### config.mk
export PLATFORM = sky130hd
export DESIGN_NAME = alu_exec_unit
export DESIGN_NICKNAME = d
export VERILOG_FILES = /design/src/rtl/alu_exec_unit.sv
export SDC_FILE = /design/constraint.sdc
export NUM_CORES = 1
export LEC_CHECK = 0
export BUFFER_PORTS_ARGS = -buffer_cell sky130_fd_sc_hd__buf_2
export CORE_MARGIN = 8
export CORE_UTILIZATION = 57
export DETAILED_ROUTE_END_ITERATION = 8
export PLACE_DENSITY = 0.87
export SLEW_MARGIN = 20
export SYNTH_ARGS = -nofsm -noshare
export SYNTH_HDL_FRONTEND = slang
export SYNTH_SLANG_ARGS = --single-unit
### constraint.sdc
create_clock -name vclk -period 6.6
set_input_delay 1.32 -clock vclk [all_inputs]
set_output_delay 1.32 -clock vclk [all_outputs]
set_load 0.02 [all_outputs]
### src/rtl/alu_exec_unit.sv
// EX-stage ALU with folded aluop/funct decode and an iterative multiply/divide unit with HI/LO.
// Optional feature macro: ALU_MULDIV_EN (mult/div FSM, HI/LO registers, mfhi/mflo/mthi/mtlo).
module alu_exec_unit #(
    parameter int unsigned WIDTH = 32
) (
    input  logic             clk,
    input  logic             reset_n,
    input  logic             valid_in,
    input  logic             flush,
    input  logic [1:0]       aluop,
    input  logic [5:0]       funct,
    input  logic [WIDTH-1:0] srca,
    input  logic [WIDTH-1:0] srcb,
    output logic [WIDTH-1:0] result,
    output logic             zero,
    output logic             illegal,
    output logic             stall,
    output logic             done,
    output logic [WIDTH-1:0] hi,
    output logic [WIDTH-1:0] lo
);

    typedef enum logic [4:0] {
        OP_ADD, OP_SUB, OP_AND, OP_OR, OP_XOR, OP_NOR, OP_SLT, OP_SLTU,
        OP_MULT, OP_MULTU, OP_DIV, OP_DIVU, OP_MFHI, OP_MFLO, OP_MTHI, OP_MTLO, OP_BAD
    } op_e;

    op_e op;

    // aluop/funct decode; mult/div family only exists when the unit is built in
    always_comb begin
        op = OP_BAD;
        case (aluop)
            2'b00: op = OP_ADD;
            2'b01: op = OP_SUB;
            2'b10: begin
                case (funct)
                    6'b100000: op = OP_ADD;
                    6'b100010: op = OP_SUB;
                    6'b100100: op = OP_AND;
                    6'b100101: op = OP_OR;
                    6'b100110: op = OP_XOR;
                    6'b100111: op = OP_NOR;
                    6'b101010: op = OP_SLT;
                    6'b101011: op = OP_SLTU;
`ifdef ALU_MULDIV_EN
                    6'b011000: op = OP_MULT;
                    6'b011001: op = OP_MULTU;
                    6'b011010: op = OP_DIV;
                    6'b011011: op = OP_DIVU;
                    6'b010000: op = OP_MFHI;
                    6'b010010: op = OP_MFLO;
                    6'b010001: op = OP_MTHI;
                    6'b010011: op = OP_MTLO;
`endif
                    default:   op = OP_BAD;
                endcase
            end
            default: op = OP_BAD;
        endcase
    end

    always_comb begin
        result = '0;
        case (op)
            OP_ADD:  result = srca + srcb;
            OP_SUB:  result = srca - srcb;
            OP_AND:  result = srca & srcb;
            OP_OR:   result = srca | srcb;
            OP_XOR:  result = srca ^ srcb;
            OP_NOR:  result = ~(srca | srcb);
            OP_SLT:  result = {{(WIDTH-1){1'b0}}, $signed(srca) < $signed(srcb)};
            OP_SLTU: result = {{(WIDTH-1){1'b0}}, srca < srcb};
            OP_MFHI: result = hi;
            OP_MFLO: result = lo;
            default: result = '0;
        endcase
    end

    assign zero    = (result == '0);
    assign illegal = valid_in & (op == OP_BAD);

`ifdef ALU_MULDIV_EN
    localparam int unsigned CW = $clog2(WIDTH + 1);

    typedef enum logic [1:0] {S_IDLE, S_MUL, S_DIV, S_FIX} state_e;

    state_e             state;
    logic [CW-1:0]      count;
    logic [WIDTH-1:0]   opnd;
    logic [WIDTH-1:0]   acc_hi;
    logic [WIDTH-1:0]   acc_lo;
    logic               is_div;
    logic               neg_q;
    logic               neg_r;

    logic               is_muldiv;
    logic               is_signed;
    logic               op_div;
    logic               start;
    logic [WIDTH-1:0]   abs_a;
    logic [WIDTH-1:0]   abs_b;
    logic [WIDTH:0]     mul_sum;
    logic [WIDTH:0]     div_shift;
    logic [WIDTH:0]     div_diff;
    logic [2*WIDTH-1:0] prod_fix;
    logic [WIDTH-1:0]   quot_fix;
    logic [WIDTH-1:0]   rem_fix;

    assign is_muldiv = (op == OP_MULT) || (op == OP_MULTU) || (op == OP_DIV) || (op == OP_DIVU);
    assign is_signed = (op == OP_MULT) || (op == OP_DIV);
    assign op_div    = (op == OP_DIV) || (op == OP_DIVU);
    assign start     = valid_in & is_muldiv & ~flush & (state == S_IDLE);
    assign abs_a     = (is_signed && srca[WIDTH-1]) ? ('0 - srca) : srca;
    assign abs_b     = (is_signed && srcb[WIDTH-1]) ? ('0 - srcb) : srcb;

    // Shared datapath: {acc_hi, acc_lo} is product register for mul, {remainder, quotient} for div
    assign mul_sum   = {1'b0, acc_hi} + (acc_lo[0] ? {1'b0, opnd} : '0);
    assign div_shift = {acc_hi, acc_lo[WIDTH-1]};
    assign div_diff  = div_shift - {1'b0, opnd};
    assign prod_fix  = neg_q ? ('0 - {acc_hi, acc_lo}) : {acc_hi, acc_lo};
    assign quot_fix  = neg_q ? ('0 - acc_lo) : acc_lo;
    assign rem_fix   = neg_r ? ('0 - acc_hi) : acc_hi;

    assign stall = start | (state == S_MUL) | (state == S_DIV);

    always_ff @(posedge clk) begin
        if (!reset_n) begin
            state  <= S_IDLE;
            count  <= '0;
            opnd   <= '0;
            acc_hi <= '0;
            acc_lo <= '0;
            is_div <= 1'b0;
            neg_q  <= 1'b0;
            neg_r  <= 1'b0;
            hi     <= '0;
            lo     <= '0;
            done   <= 1'b0;
        end else begin
            done <= 1'b0;
            if (flush) begin
                state <= S_IDLE;
                count <= '0;
            end else begin
                case (state)
                    S_IDLE: begin
                        if (start) begin
                            is_div <= op_div;
                            if (op_div && (srcb == '0)) begin
                                // Divide by zero: skip iteration, FIX writes hi=srca, lo=all ones
                                acc_hi <= srca;
                                acc_lo <= '1;
                                neg_q  <= 1'b0;
                                neg_r  <= 1'b0;
                                count  <= '0;
                                state  <= S_FIX;
                                done   <= 1'b1;
                            end else begin
                                neg_q  <= is_signed & (srca[WIDTH-1] ^ srcb[WIDTH-1]);
                                neg_r  <= is_signed & srca[WIDTH-1];
                                acc_hi <= '0;
                                acc_lo <= op_div ? abs_a : abs_b;
                                opnd   <= op_div ? abs_b : abs_a;
                                count  <= CW'(WIDTH);
                                state  <= op_div ? S_DIV : S_MUL;
                            end
                        end else if (valid_in && op == OP_MTHI) begin
                            hi <= srca;
                        end else if (valid_in && op == OP_MTLO) begin
                            lo <= srca;
                        end
                    end
                    S_MUL: begin
                        {acc_hi, acc_lo} <= {mul_sum, acc_lo[WIDTH-1:1]};
                        count <= count - CW'(1);
                        if (count == CW'(1)) begin
                            state <= S_FIX;
                            done  <= 1'b1;
                        end
                    end
                    S_DIV: begin
                        if (!div_diff[WIDTH]) begin
                            acc_hi <= div_diff[WIDTH-1:0];
                            acc_lo <= {acc_lo[WIDTH-2:0], 1'b1};
                        end else begin
                            acc_hi <= div_shift[WIDTH-1:0];
                            acc_lo <= {acc_lo[WIDTH-2:0], 1'b0};
                        end
                        count <= count - CW'(1);
                        if (count == CW'(1)) begin
                            state <= S_FIX;
                            done  <= 1'b1;
                        end
                    end
                    S_FIX: begin
                        if (is_div) begin
                            hi <= rem_fix;
                            lo <= quot_fix;
                        end else begin
                            {hi, lo} <= prod_fix;
                        end
                        state <= S_IDLE;
                    end
                    default: state <= S_IDLE;
                endcase
            end
        end
    end
`else
    logic unused_ok;

    assign unused_ok = ^{clk, reset_n, flush};
    assign stall     = 1'b0;
    assign done      = 1'b0;
    assign hi        = '0;
    assign lo        = '0;
`endif

endmodule
==> out/metrics.cfg <==
[status]
outcome = completed

[sta]
rsz0062_at_grt = no
finalCriticalPeriod_ps = 6480
tightest_slew_ps = 549
hold_ws_ps = 2990
hold_violations = 0
slew_headroom_pct = 63.1
setup_tns_ps = 0
fmax_mhz = 154
setup_viol = 0
drv_slew = 0
final.period_utilization_pct = 98.2

[clock_tree]
cts_resized = 0
post_cts_buffers = 0
hold_buffers = 0

[power]
power_mw = 0.680
max-vdd-ir-drop_uv = 57.9
power_leakage_nw = 3.62
powerDensity_nw_per_um2 = 92.1

[logic_synthesis]
synth.area.top_cells = ha_1 20%, buf_4 7.5%, a21oi_1 6.2%
avgSynthCellArea_um2 = 6.73
synth_seq_area_share_pct = 0
synth_top_area_share_pct = 19.9
synth_largest_area_cell = ha_1
synthDistinctLibCells = 80
syn_area_um2 = 6710
syn_inst = 997
yosysWarningCount = 0

[global_route]
grt.met2_usage_pct = 43.6
grt.busiest_layer = met2
grt-ovfl-total = 0
use_met1_pct = 35.2
grt_pass1_wl_um = 36300
use_met3_pct = 4.55
grt_pass1_vias = 7409
antenna_found_initial = 0
grt.total_usage_pct = 26.7
grt_max_degree = 25

[hold_path]
hold_path.class = in2out

[setup_path]
path_max_fanout = 10
cp_data_required_time_ps = 5280
crit_arrival_ps = 5160
critPathSlowestCell = ha_2
crit_type = in2out
critical_path.cell_chain = buf_2, inv_1, ha_2, nor2b_1, or4_1, o21ai_0, o211ai_1, buf_4, o21ai_0, a2bb2oi_1, xnor2_1, a21boi_0, nand4_1, nor4_2, and4_1, buf_4
cp_top_family = compound AO/OA/AOI/OAI gates
start_kind = input port
end_kind = output pin
cpPeakStageDelay_ps = 450
cp_num_buf_inv = 4

[cells_and_area]
clockBufferCount = 0
fin_nets = 1279
final_util_pct = 64.4
regArea_um2 = 0
final_layout_size_suffix_gt1_share_pct = 18.2
diodes = 0
final_cell_mix = 106 x buf_2, 100 x ha_1, 95 x inv_1
final_common_cell = buf_2
seq_cells = 0
area_growth_pct = 9.96

[route]
num_vias = 7979
vias_per_cell = 6.46
routed_wirelength_um = 22700
post-route-drc-count = 0
drt_iter0_drc = 1147
routedWlPerCell_um = 18.4
drtAntennaViolNets = 0
firstDrtPassIters = 9

[floorplan]
die_w_um = 125
fp.dieH_um = 125
start_util_pct = 58.5
fp-row-count = 39
num_io_pins = 176
dieArea_um2 = 15500
core_um2 = 11500

[flow_run]
drv_cap = 0

[placed_design]
dp_hpwl_um = 18400
io_buffers = 107
gp_congestion = 0.983

[synth_stat cells (all sizes together), types with 17 or more instances]
cell type  count
nor2          69
clkbuf        40
a21oi         83
inv           98
nand2         59
xnor2         32
nor3          24
buf           78
nor2b         17
a21o          19
o211ai        22
ha           107
nand3         28
o21ai         60
nor4          19
[layer usage]
layer | up-vias | share of wire, % | routed length [µm]
li1 | 3696 | - | -
met1 | 3641 | 41 | 9250
met2 | 567 | 44 | 10100
met3 | 75 | 12 | 2710
met4 | 0 | 2.9 | 666
met5 | - | 0 | 0
[cells by family after synthesis]
family / share of synthesized area (%)
buffers and inverters: 16.2
and+or+nand+nor: 22.2
xor gates and xnor gates: 4.31
muxes: 1.19
AOI/OAI and AO/OA: 35.5
adders and majority gates: 20.5
other: 0.0559
[worst min-delay path: stages]
cell	delay [ps]
buf_2	70
and3_1	130
buf_2	150
[worst paths after layout]
| check | to | start | depth (start not counted) |
|---|---|---|---|
| worst max-delay path | zero | srcb[5] | 16 |
| worst min-delay path | illegal | valid_in | 3 |
[power breakdown]
part           leakage [nW]  internal (mW)  total, mW  switching, mW
Combinational          3.62          0.242      0.680          0.438
Sequential                0              0          0              0
Clock                     0              0          0              0
Total                  3.62          0.242      0.680          0.438
[through the flow]
stage / instance area, µm² / setup slack [ps] / cells
3_3_place_gp: 7280 / 283 / 1235
3_5_place_dp: 7280 / 261 / 1235
5_1_grt: 7380 / 6.73 / 1235
4_1_cts: 7280 / 223 / 1235
6_report: 7380 / 118 / 1235
2_1_floorplan: 6960 / 805 / 1062
[layout make-up]
class,count,area [µm²]
inverter,98,373
tap,143,179
fill,1072,4090
multi-input combinational,846,5980
timing repair buffer,148,846
Note: power is estimated with default switching activity, not from simulation.
